File: config.mk
export PLATFORM = sky130hd
export DESIGN_NAME = battleship_shot_ctrl
export DESIGN_NICKNAME = d
export VERILOG_FILES = /design/src/rtl/battleship_shot_ctrl.sv
export SDC_FILE = /design/constraint.sdc
export NUM_CORES = 1
export LEC_CHECK = 0
export ABC_AREA = 1
export ABC_CLOCK_PERIOD_IN_PS = 10050
export CORE_MARGIN = 5
export CORE_UTILIZATION = 40
export DETAILED_ROUTE_END_ITERATION = 6
export PLACE_DENSITY = 0.67
export SETUP_SLACK_MARGIN = 0.1
export SYNTH_ARGS = -nofsm -noshare
export SYNTH_HDL_FRONTEND = slang
export SYNTH_SLANG_ARGS = --single-unit
File: constraint.sdc
create_clock -name clock -period 10.05 [get_ports clock]
set_input_delay 1.5075 -clock clock [delete_from_list [all_inputs] [get_ports clock]]
set_output_delay 1.5075 -clock clock [all_outputs]
set_load 0.05 [all_outputs]
File: src/rtl/battleship_shot_ctrl.sv
// battleship_shot_ctrl
// Sequential shot controller for the battleship scoring datapath.
// A shot (X, Y, Big) is accepted over a valid/ready handshake and its
// coordinates are checked. The one or nine target cells are then walked
// through the fixed ship layout, one cell per cycle. Only cells that have not
// been hit before are counted. Per-game state is kept here: the hit map,
// total hits, shots left, big bombs left, and game over / win.
//
// Ports
//   clock, reset        rising-edge clock, synchronous active-high reset
//   NewGame             start or restart a game (highest priority after reset)
//   ShotValid, X, Y     shot request and its coordinates (legal range 1..10)
//   Big                 request a 3x3 big-bomb shot
//   ShotReady           a shot can be accepted this cycle
//   ResultValid         one-cycle pulse; NumHits and BigUsed are valid
//   NumHits, BigUsed    new ship cells hit by the shot; shot ran as big
//   Invalid             one-cycle pulse; accepted request was out of range
//   TotalHits           distinct ship cells hit this game
//   ShotsLeft, BigLeft  remaining shots and big bombs
//   GameOver, Won       game finished; all 19 ship cells hit

module battleship_shot_ctrl #(
   parameter int MAX_SHOTS = 20,
   parameter int MAX_BIG   = 2,
   localparam int SW = $clog2(MAX_SHOTS + 1),
   localparam int BW = $clog2(MAX_BIG + 1)
) (
   input  logic          clock,
   input  logic          reset,
   input  logic          NewGame,
   input  logic          ShotValid,
   input  logic [3:0]    X,
   input  logic [3:0]    Y,
   input  logic          Big,
   output logic          ShotReady,
   output logic          ResultValid,
   output logic [3:0]    NumHits,
   output logic          BigUsed,
   output logic          Invalid,
   output logic [4:0]    TotalHits,
   output logic [SW-1:0] ShotsLeft,
   output logic [BW-1:0] BigLeft,
   output logic          GameOver,
   output logic          Won
);

   typedef enum logic [2:0] {IDLE, READY, SCAN, REPORT, DONE} state_t;

   state_t        state, next_state;
   logic [18:0]   hit_map;
   logic [3:0]    lat_x, lat_y;
   logic          eff_big;
   logic [3:0]    cell_idx;
   logic [3:0]    acc;
   logic          invalid_q;

   logic          coord_ok;
   logic [1:0]    row, col;
   logic [4:0]    cx, cy;
   logic          on_board;
   logic [5:0]    lookup;
   logic          cell_new;
   logic [3:0]    last_idx;
   logic [4:0]    new_total;
   logic [SW-1:0] new_shots;

   // Maps an on-board cell to {is_ship, ship-cell index 0..18}; the index
   // selects this cell's bit in the hit map.
   function automatic logic [5:0] ship_lookup(input logic [3:0] x, input logic [3:0] y);
      logic [4:0] xe, ye;
      xe = {1'b0, x};
      ye = {1'b0, y};
      ship_lookup = 6'd0;
      if (x == 4'd2 && y >= 4'd8 && y <= 4'd10)
         ship_lookup = {1'b1, ye - 5'd8};
      else if (y == 4'd6 && x >= 4'd7 && x <= 4'd8)
         ship_lookup = {1'b1, xe - 5'd4};
      else if (y == 4'd3 && x >= 4'd2 && x <= 4'd6)
         ship_lookup = {1'b1, xe + 5'd3};
      else if (y == 4'd2 && x >= 4'd1 && x <= 4'd4)
         ship_lookup = {1'b1, xe + 5'd9};
      else if (y == 4'd1 && x >= 4'd2 && x <= 4'd4)
         ship_lookup = {1'b1, xe + 5'd12};
      else if (y == 4'd1 && x >= 4'd9 && x <= 4'd10)
         ship_lookup = {1'b1, xe + 5'd8};
   endfunction

   // Current target cell. A big shot walks the 3x3 block row-major from the
   // top-left corner. The latched center is at least 1, so the sums reach
   // 0 or 11 at the edges and never wrap. Those values are off board.
   always_comb begin
      row = 2'd1;
      col = 2'd1;
      if (eff_big) begin
         case (cell_idx)
            4'd0: begin row = 2'd0; col = 2'd0; end
            4'd1: begin row = 2'd0; col = 2'd1; end
            4'd2: begin row = 2'd0; col = 2'd2; end
            4'd3: begin row = 2'd1; col = 2'd0; end
            4'd4: begin row = 2'd1; col = 2'd1; end
            4'd5: begin row = 2'd1; col = 2'd2; end
            4'd6: begin row = 2'd2; col = 2'd0; end
            4'd7: begin row = 2'd2; col = 2'd1; end
            default: begin row = 2'd2; col = 2'd2; end
         endcase
      end
      cx       = {1'b0, lat_x} + {3'b000, col} - 5'd1;
      cy       = {1'b0, lat_y} + {3'b000, row} - 5'd1;
      on_board = (cx >= 5'd1) && (cx <= 5'd10) && (cy >= 5'd1) && (cy <= 5'd10);
      lookup   = ship_lookup(cx[3:0], cy[3:0]);
      cell_new = on_board && lookup[5] && !hit_map[lookup[4:0]];
      last_idx = eff_big ? 4'd8 : 4'd0;
      coord_ok = (X >= 4'd1) && (X <= 4'd10) && (Y >= 4'd1) && (Y <= 4'd10);
      // The shot counter cannot be zero while a shot is in flight, because
      // REPORT leaves for DONE when it reaches zero. The guard keeps it from
      // wrapping anyway.
      new_total = TotalHits + {1'b0, acc};
      new_shots = (ShotsLeft != '0) ? ShotsLeft - SW'(1) : ShotsLeft;
   end

   // State register.
   always_ff @(posedge clock) begin
      if (reset)
         state <= IDLE;
      else
         state <= next_state;
   end

   // Next state and outputs. NewGame overrides whatever the FSM would do,
   // which also aborts an in-flight shot before it can report.
   always_comb begin
      next_state  = state;
      ShotReady   = 1'b0;
      ResultValid = 1'b0;
      NumHits     = 4'd0;
      BigUsed     = 1'b0;
      GameOver    = 1'b0;
      Won         = 1'b0;
      case (state)
         IDLE: ;
         READY: begin
            ShotReady = 1'b1;
            if (ShotValid && coord_ok)
               next_state = SCAN;
         end
         SCAN: begin
            if (cell_idx == last_idx)
               next_state = REPORT;
         end
         REPORT: begin
            ResultValid = 1'b1;
            NumHits     = acc;
            BigUsed     = eff_big;
            if (new_total == 5'd19 || new_shots == '0)
               next_state = DONE;
            else
               next_state = READY;
         end
         DONE: begin
            GameOver = 1'b1;
            Won      = (TotalHits == 5'd19);
         end
         default: next_state = IDLE;
      endcase
      if (NewGame)
         next_state = READY;
   end

   assign Invalid = invalid_q;

   // Per-game datapath: the hit map, the counters, the latched shot, and the
   // scan accumulator.
   always_ff @(posedge clock) begin
      if (reset) begin
         hit_map   <= '0;
         lat_x     <= '0;
         lat_y     <= '0;
         eff_big   <= 1'b0;
         cell_idx  <= '0;
         acc       <= '0;
         invalid_q <= 1'b0;
         TotalHits <= '0;
         ShotsLeft <= '0;
         BigLeft   <= '0;
      end else if (NewGame) begin
         hit_map   <= '0;
         eff_big   <= 1'b0;
         cell_idx  <= '0;
         acc       <= '0;
         invalid_q <= 1'b0;
         TotalHits <= '0;
         ShotsLeft <= SW'(MAX_SHOTS);
         BigLeft   <= BW'(MAX_BIG);
      end else begin
         invalid_q <= 1'b0;
         case (state)
            READY: begin
               if (ShotValid) begin
                  if (!coord_ok) begin
                     invalid_q <= 1'b1;
                  end else begin
                     lat_x    <= X;
                     lat_y    <= Y;
                     eff_big  <= Big && (BigLeft != '0);
                     cell_idx <= '0;
                     acc      <= '0;
                  end
               end
            end
            SCAN: begin
               if (cell_new) begin
                  hit_map[lookup[4:0]] <= 1'b1;
                  acc                  <= acc + 4'd1;
               end
               cell_idx <= cell_idx + 4'd1;
            end
            REPORT: begin
               TotalHits <= new_total;
               ShotsLeft <= new_shots;
               if (eff_big && BigLeft != '0)
                  BigLeft <= BigLeft - BW'(1);
            end
            default: ;
         endcase
      end
   end

endmodule

==> flow_summary.toml, run 1 <==
[worst_setup_path]
path_cells = "inv_1, nand2_1, nor2_1, inv_1, nor2_1, clkdlybuf4s50_1"
worstSetupPathType = "flip-flop to output port"
cp-start-kind = "flip-flop"
slowest_stage = "clkdlybuf4s50_1"
cp-end-kind = "output port"
crit_required_ps = 8540
cp-startpoint = "state[2]$_SDFFE_PP0P_"
crit_path_max_incr_delay_ps = 830
cp_top_family = "buffers and inverters"
arrival_ps = 3010
path_max_fanout = 15
rr_startpoint = "cell_idx[3]$_SDFFE_PP0P_"
crit_buf_inv = 3

[worst_hold_path]
holdCritStartpoint = "lat_x[0]$_SDFFE_PP0P_"
hp-class = "flip-flop to flip-flop"

[status]
outcome = "finished clean"

[detailed_routing]
drtAntennaViolNets = 0
route.detailed.wl_per_inst_um = 11.7
drt_wl_total_um = 8960
first_iter_violations = 192
vias = 3705
viasPerCell = 4.82
drc = 0
first_pass_iters = 5

[global_routing]
grt_max_degree = 20
grt_pass1_vias = 3505
grtUsageTotal_pct = 15.5
antenna_found_initial = 0
grt_pass1_wl_um = 15400
grt_overflow = 0

[timing]
setup_viol = 0
setup-tns-final_ps = 0
rsz0062_at_grt = "no"
period_needed_ps = 4520
skew_ps = 14.1
hold_viol = 0
timing.final.crit_share_pct = 44.9
drv_slew = 0
worstMarginPinSlew_ps = 920
max_freq_mhz = 221
slew_headroom_pct = 38.5

[cts]
cts_max_level = 2
cts.path.max_buffers = 2
clk_pin_slew_worst_paths_ps = 120
cts-root-buf = "clkbuf_8"
ctsResizeCount = 0
cts_made_buffers = 5
ctsHoldBuffers = 0
cts_tree = "yes"
clk_latency_ps = 320
cts_setup_buffers = 0
clock_sinks = 56

[finish]
multiInputGateArea_sq_mm = 0.00240
layout-drive-gt1-share_pct = 10.1
syn_to_final_growth_pct = 13.5
final-seq-area_sq_mm = 0.00112
finalNonFillerCells = 769
final_nets = 681
antennaDiodeCount = 0
fillers = 1008

[synth]
avgSynthCellArea_sq_um = 6.65
ys_ff_latch = 56
async_reset_ff_share_pct = 0
yosys.area.top_type = "dfxtp_1"
synth.distinct_cells = 41
synthTopCellsByArea = "dfxtp_1, nand2_1, ha_1, inv_1, nor2_1"
synth_edf_count = 0
syn_inst = 603
synth_ff_type = "dfxtp_1"
syn_nets = 649
ys_warn_count = 0
synth_seq_area_share_pct = 28.0
synth_top_area_share_pct = 28.0
syn_area_sq_mm = 0.00401

[floorplan]
rows = 36
start_util_pct = 41.0
coreArea_sq_mm = 0.00977
die_h_um = 110
ios = 35
die_area_sq_mm = 0.0121
floorplan.die.width_um = 110

[placed_design]
io_buffers = 34
placed_cells = 761
hpwl_um = 6950
place.gp.congestion = 0.957

[power]
power_density_mw_per_mm2 = 96.3
total_power_mw = 0.438
p_leak_nw = 2.04
ir_worst_vdd_uv = 56.9

[run]
maxCapViolCount = 0
## state kept, by name, summed over array words and instances (netlist names), named ones only
| name | cells |
|---|---|
| BigLeft | 2 |
| Invalid | 1 |
| ShotsLeft | 5 |
| TotalHits | 5 |
| acc | 4 |
| cell_idx | 4 |
| eff_big | 1 |
| hit_map | 19 |
| lat_x | 4 |
| lat_y | 4 |
| state | 3 |
## layout by cell type, fill, tap and decap left out, drive strengths merged, types with 8 or more instances in the layout
cell	count
a21oi	54
clkdlybuf4s50	34
dfxtp	56
ha	30
inv	110
nand2	146
nand3	33
nand4	8
nor2	83
o21ai	36
xor2	11
## worst register-to-register path: stages, from the launching register on
cell and delay [ps]:
dfxtp_1 390, o21ai_0 150, ha_1 300, inv_1 40
ha_1 210, fa_1 830, inv_1 200, ha_1 290
inv_1 100, nand2_2 70, nand3_2 170, inv_2 60
nand2_1 70, nand2_1 60, nand2_1 60, nand3_1 60
nor2_1 190, nand2_1 110, nor2_1 150, nand2_1 70
nand2_1 100, nor2_4 50, nand2_4 100, nand2_1 120
nand2_1 100, a21oi_1 60
## metrics by stage
stage          util (%)  worst slack [ps]  cell area [sq um]  hold WS, ps
6_report           46.5              5530               4550          466
5_1_grt            46.5              5210               4550          497
4_1_cts            46.5              5440               4550          465
3_5_place_dp       45.5              5830               4450          449
3_3_place_gp       45.5              5850               4450          447
2_1_floorplan         -              6390               4010          430
## power breakdown
part           leakage [nW]  internal [mW]  switching [mW]
clock                0.0463         0.0514          0.0821
sequential            0.453          0.225         0.00214
combinational          1.54         0.0261          0.0512
total                  2.04          0.302           0.135
## final timing paths
kind,to,slack [ps],cells past startpoint
max,BigUsed,5530,6
min reg2reg,lat_x[0]$_SDFFE_PP0P_,470,2
min,lat_x[0]$_SDFFE_PP0P_,470,2
max reg2reg,acc[2]$_SDFFE_PP0P_,5810,25
## per-layer routing
layer | vias to the layer above | GRT usage [%] | share of wire [%]
li1 | 1957 | - | -
met1 | 1637 | 20.7 | 47
met2 | 99 | 26.4 | 47
met3 | 12 | 2.33 | 4.2
met4 | 0 | 3.61 | 1.2
met5 | - | 0 | 0
## cells in the mapped netlist, drive strengths merged, types with 4 or more instances
cell type	instances
nor2	83
buf	4
ha	30
clkbuf	6
a21oi	54
inv	109
xor2	11
dfxtp	56
nand4	8
nand3	33
nor3	6
o21ai	36
nand2	146
## layout make-up
type / count / area share (%)
Multi-Input combinational cell: 428 / 52.8
Sequential cell: 56 / 24.6
Inverter: 109 / 9.16
Timing Repair Buffer: 35 / 7.65
Tap cell: 133 / 3.66
Clock buffer: 5 / 1.51
Clock inverter: 3 / 0.605
## cells by family (layout without fill, tap and decap cells)
logic type	Yosys count	in the layout	share of synthesized area [%]
AND/OR/NAND/NOR	285	285	32.6
buffers and inverters	119	152	12.1
AO/OA/AOI/OAI	97	97	13.6
flip-flops	56	56	28.0
adder cells (fa/ha/maj)	33	33	10.9
XOR/XNOR	12	12	2.62
multiplexers	1	1	0.250
No activity file was read; power rests on OpenSTA's default activity.
==> run 2: changes to the inputs <==
--- a/config.mk
+++ b/config.mk
@@ -6,7 +6,7 @@
 export NUM_CORES = 1
 export LEC_CHECK = 0
 export ABC_AREA = 1
-export ABC_CLOCK_PERIOD_IN_PS = 10050
+export ABC_CLOCK_PERIOD_IN_PS = 4160
 export CORE_MARGIN = 5
 export CORE_UTILIZATION = 40
 export DETAILED_ROUTE_END_ITERATION = 6
==> constraint.sdc (replaced) <==
create_clock -name clock -period 4.16 [get_ports clock]
set_input_delay 0.624 -clock clock [delete_from_list [all_inputs] [get_ports clock]]
set_output_delay 0.624 -clock clock [all_outputs]
set_load 0.05 [all_outputs]
==> run 2 against run 1 <==
- critical path depth rose by 17
- total power rose by 140%
- clock-buffer cell count did not move
- clock power rose by 130%
- routed wire length fell by 1.7%
- sequential power rose by 140%
- first-iteration DRC count rose by 22%
- sequential share of layout area fell by 0.17 points
- die area did not move
- global-route usage fell by 0.26 points
- hold slack got worse by 11 ps
- flip-flop and latch count did not move
==> flow_summary.toml, run 2 (synthesized netlist as in run 1, its figures left out) <==
[timing]
worstMarginPinSlew_ps = 510
max_freq_mhz = 270
setup_viol = 0
drv_slew = 0
slew_headroom_pct = 65.9
hold_viol = 0
setup-tns-final_ps = 0
timing.final.crit_share_pct = 89.0
timing.final.ws_setup_ps = 458
skew_ps = 7.17
rsz0062_at_grt = "no"
period_needed_ps = 3700
whs_ps = 456

[detailed_routing]
route.detailed.wl_per_inst_um = 11.4
vias = 3635
drc = 0
first_iter_violations = 234
viasPerCell = 4.71
drt_wl_total_um = 8810
first_pass_iters = 4
drtAntennaViolNets = 0

[finish]
multiInputGateArea_sq_mm = 0.00241
finalNonFillerCells = 772
top_register = "hit_map"
most-common-layout-cells = "nand2_1, inv_1, nor2_1"
syn_to_final_growth_pct = 14.5
reg.largest.list = "hit_map: 19 flops, ShotsLeft: 5 flops, TotalHits: 5 flops"
final_util_pct = 47.0
final_nets = 684
antennaDiodeCount = 0
layout-drive-gt1-share_pct = 11.9
final-seq-area_sq_mm = 0.00112
layout_commonest_cell = "nand2_1"
fillers = 1009
largest_reg_flops = 19
finalInstanceArea_sq_mm = 0.00459

[worst_hold_path]
holdPathStages = 2
hp-class = "flip-flop to flip-flop"

[cts]
cts.path.max_buffers = 2
clk_latency_ps = 320
cts_tree = "yes"
cts-root-buf = "clkbuf_8"
clk_pin_slew_worst_paths_ps = 100
cts_max_level = 2
clock_sinks = 56
cts_made_buffers = 5

[worst_setup_path]
worstSetupPathType = "flip-flop to flip-flop"
r2r_cells = 23
regToRegSetupSlack_ps = 460
cp-startpoint = "eff_big$_SDFFE_PP0P_"
rr_startpoint = "eff_big$_SDFFE_PP0P_"
arrival_ps = 3900
cp-start-kind = "flip-flop"
endpoint = "hit_map[2]$_SDFFE_PP0P_"
cp-end-kind = "flip-flop"
path_max_fanout = 19
crit_required_ps = 4360
rr_endpoint = "hit_map[2]$_SDFFE_PP0P_"

[power]
combPwrFrac_pct = 18.2
ir_worst_vdd_uv = 156
p_leak_nw = 2.05
p_switching_mw = 0.317
power_density_mw_per_mm2 = 228
power_frac_clock_pct = 29.4
intPower_mw = 0.729
swShare_pct = 30.3
total_power_mw = 1.05
pwr-share-seq_pct = 52.4

[global_routing]
grtUsageTotal_pct = 15.3
grt_pass1_wl_um = 15200
grt_pass1_vias = 3516
grt_overflow = 0
grt_max_degree = 24
antenna_found_initial = 0

[placed_design]
io_buffers = 34
place.gp.congestion = 0.918
dpl_cell_area_sq_mm = 0.00447
placed_cells = 764
hpwl_um = 7060
dp_slack_ps = 312

[floorplan]
rows = 36
die_h_um = 110
start_util_pct = 41.0
coreArea_sq_mm = 0.00977
ios = 35
floorplan.die.width_um = 110
die_area_sq_mm = 0.0121

[status]
outcome = "finished clean"

[run]
maxCapViolCount = 0
run 2: cell count changes in the layout (fill, tap and decap cells not counted), sizes merged:
| cell | delta |
|---|---|
| buf | +3 |
| clkinv | +1 |
| inv | -1 |
run 2: worst min path at each step:
| stage | start | to | slack [ps] |
|---|---|---|---|
| 2_1_floorplan | hit_map[1]$_SDFFE_PP0P_ | hit_map[1]$_SDFFE_PP0P_ | 430 |
| 3_3_place_gp | hit_map[18]$_SDFFE_PP0P_ | hit_map[18]$_SDFFE_PP0P_ | 440 |
| 3_5_place_dp | hit_map[18]$_SDFFE_PP0P_ | hit_map[18]$_SDFFE_PP0P_ | 440 |
| 4_1_cts | hit_map[18]$_SDFFE_PP0P_ | hit_map[18]$_SDFFE_PP0P_ | 460 |
| 5_1_grt | hit_map[18]$_SDFFE_PP0P_ | hit_map[18]$_SDFFE_PP0P_ | 480 |
| 6_report | hit_map[18]$_SDFFE_PP0P_ | hit_map[18]$_SDFFE_PP0P_ | 460 |
run 2: power by group through the flow:
stage          Sequential (mW)  Clock [mW]  Combinational [mW]
6_report                 0.548       0.308               0.190
5_1_grt                  0.550       0.338               0.214
4_1_cts                  0.548       0.317               0.188
3_5_place_dp             0.561           0               0.188
3_3_place_gp             0.560           0               0.185
2_1_floorplan            0.570           0               0.129
run 2: layout make-up:
cell class                 instances  area share, %
tap                              133           3.62
clock inverter                     3          0.463
clock buffer                       5           1.50
sequential                        56           24.5
multi-input combinational        428           52.6
timing repair buffer              38           8.15
inverter                         109           9.19
run 2: critical path: stages, from the launching register on:
cell	delay, ps
dfxtp_2	360
inv_1	100
a21oi_1	150
ha_1	160
inv_1	40
ha_1	190
fa_1	520
buf_6	170
ha_2	200
nand3_1	100
nand2_2	110
nand3_2	180
nand4_1	160
nand4_1	80
nor2_1	200
nand2_1	110
nor2_1	160
nand2_1	90
nand2_2	100
nor2_4	40
nand2_4	110
clkinv_8	120
nand2_1	80
a21oi_1	60
run 2: metal layers:
layer / vias up / wire, um / part of all wire, % / track usage [%]
met5: - / 0 / 0 / 0
met3: 9 / 278 / 3.2 / 2.39
met2: 51 / 4140 / 47 / 26.3
met1: 1608 / 4300 / 49 / 20.2
met4: 0 / 87 / 0.99 / 3.25
li1: 1967 / - / - / -
run 2: what timing repair did:
action / 4_1_cts / 5_1_grt
resized for setup: 0 / 11
hold buffers: 0 / 0
buffers inserted: 0 / 0
hold endpoints to repair: 0 / 0
endpoints found under the setup margin: 0 / 23
==> run 3: changes to the inputs <==
--- a/config.mk
+++ b/config.mk
@@ -9,9 +9,9 @@
 export ABC_CLOCK_PERIOD_IN_PS = 4160
 export CORE_MARGIN = 5
 export CORE_UTILIZATION = 40
+export CTS_CLUSTER_SIZE = 30
 export DETAILED_ROUTE_END_ITERATION = 6
 export PLACE_DENSITY = 0.67
-export SETUP_SLACK_MARGIN = 0.1
 export SYNTH_ARGS = -nofsm -noshare
 export SYNTH_HDL_FRONTEND = slang
 export SYNTH_SLANG_ARGS = --single-unit
==> constraint.sdc (replaced) <==
create_clock -name clock -period 4.16 [get_ports clock]
set_input_delay 0.416 -clock clock [delete_from_list [all_inputs] [get_ports clock]]
set_output_delay 0.416 -clock clock [all_outputs]
set_load 0.05 [all_outputs]
==> run 3 against run 2 <==
- hold slack barely moved
- combinational power barely moved
- global-route usage did not move
==> flow_summary.toml, run 3 (synthesized netlist as in run 1, its figures left out) <==
[timing]
slew_headroom_pct = 65.9
rsz0062_at_grt = "no"
setup-tns-final_ps = 0
timing.final.crit_share_pct = 89.6
setup_viol = 0
skew_ps = 6.44
drv_slew = 0
hold_viol = 0
whs_ps = 456
period_needed_ps = 3730
max_freq_mhz = 268
worstMarginPinSlew_ps = 510

[cts]
ctsResizeCount = 0
cts_tree = "yes"
cts-root-buf = "clkbuf_8"
ctsHoldBuffers = 0
clock_sinks = 56
clk_pin_slew_worst_paths_ps = 100
cts_setup_buffers = 0
cts.path.max_buffers = 2
clk_latency_ps = 320
cts_made_buffers = 5
cts_max_level = 2

[worst_setup_path]
worstSetupPathType = "flip-flop to flip-flop"
arrival_ps = 3920
path_max_fanout = 12
cp-end-kind = "flip-flop"
cp-start-kind = "flip-flop"
crit_required_ps = 4360

[power]
power_frac_clock_pct = 29.4
pwr-share-seq_pct = 52.5
p_leak_nw = 2.05
combPwrFrac_pct = 18.1
swShare_pct = 30.3
power_density_mw_per_mm2 = 228
intPower_mw = 0.728
p_switching_mw = 0.316
ir_worst_vdd_uv = 156

[finish]
final_util_pct = 46.8
most-common-layout-cells = "nand2_1, inv_1, nor2_1"
finalNonFillerCells = 772
fillers = 1012
final-seq-area_sq_mm = 0.00112
multiInputGateArea_sq_mm = 0.00241
layout-drive-gt1-share_pct = 11.3
layout_commonest_cell = "nand2_1"
reg.largest.list = "hit_map: 19 flops, ShotsLeft: 5 flops, TotalHits: 5 flops"
syn_to_final_growth_pct = 14.1
finalInstanceArea_sq_mm = 0.00457
final_nets = 684
antennaDiodeCount = 0
top_register = "hit_map"
largest_reg_flops = 19

[floorplan]
coreArea_sq_mm = 0.00977
ios = 35
start_util_pct = 41.0
die_h_um = 110
floorplan.die.width_um = 110
rows = 36
die_area_sq_mm = 0.0121

[detailed_routing]
first_iter_violations = 222
vias = 3637
viasPerCell = 4.71
first_pass_iters = 4
drt_wl_total_um = 8800
route.detailed.wl_per_inst_um = 11.4
drc = 0
drtAntennaViolNets = 0

[status]
outcome = "finished clean"

[placed_design]
placed_cells = 764
place.gp.congestion = 0.918
dpl_cell_area_sq_mm = 0.00447
hpwl_um = 7060
io_buffers = 34

[global_routing]
grt_overflow = 0
grt_max_degree = 24
antenna_found_initial = 0
grt_pass1_wl_um = 15200
grt_pass1_vias = 3516
grtUsageTotal_pct = 15.3

[worst_hold_path]
hp-class = "flip-flop to flip-flop"

[run]
maxCapViolCount = 0
## run 3: per-stage QoR
step / power [mW] / setup slack, ps
after floorplan: 0.699 / 499
after global placement: 0.746 / 384
after detailed placement: 0.748 / 312
after CTS: 1.05 / 289
after global routing: 1.10 / 31.2
final: 1.04 / 435
## run 3: worst max-delay path: stages, from the launching register on
cell and delay [ps]:
dfxtp_2 360, inv_1 100, a21oi_1 150, ha_1 160
inv_1 40, ha_1 190, fa_1 500, buf_4 200
ha_2 210, nand3_1 90, nand2_2 100, nand3_2 180
nand2_1 110, nand2_1 50, nand2_1 50, nand3_1 60
nor2_1 200, nand2_1 110, nor2_1 150, nand2_1 90
nand2_2 100, nor2_4 40, nand2_4 100, nand2_1 110
nand2_1 80, a21oi_1 60
## run 3: final timing paths
check,from,endpoint,slack [ps],cells past startpoint
max,eff_big$_SDFFE_PP0P_,acc[3]$_SDFFE_PP0P_,430,25
max reg2reg,eff_big$_SDFFE_PP0P_,acc[3]$_SDFFE_PP0P_,430,25
min reg2reg,hit_map[18]$_SDFFE_PP0P_,hit_map[18]$_SDFFE_PP0P_,460,2
min,hit_map[18]$_SDFFE_PP0P_,hit_map[18]$_SDFFE_PP0P_,460,2
## run 3: power groups by stage
| stage | clock (mW) | combinational (mW) | sequential [mW] |
|---|---|---|---|
| after CTS | 0.317 | 0.188 | 0.548 |
| final | 0.307 | 0.189 | 0.548 |
| after floorplan | 0 | 0.129 | 0.570 |
| after global placement | 0 | 0.185 | 0.560 |
| after detailed placement | 0 | 0.188 | 0.561 |
| after global routing | 0.338 | 0.213 | 0.550 |
## run 3: layer usage
metal	track usage (%)	wire length, um	up-vias
met5	0	0	-
met4	3.25	89	0
met3	2.39	274	9
met2	26.3	4130	52
met1	20.2	4300	1613
li1	-	-	1963
## run 3: cell type report
| cell class | count | area share (%) |
|---|---|---|
| multi-input combinational | 428 | 52.6 |
| sequential | 56 | 24.6 |
| inverter | 109 | 9.11 |
| timing repair buffer | 38 | 8.10 |
| tap | 133 | 3.64 |
| clock buffer | 5 | 1.50 |
| clock inverter | 3 | 0.465 |
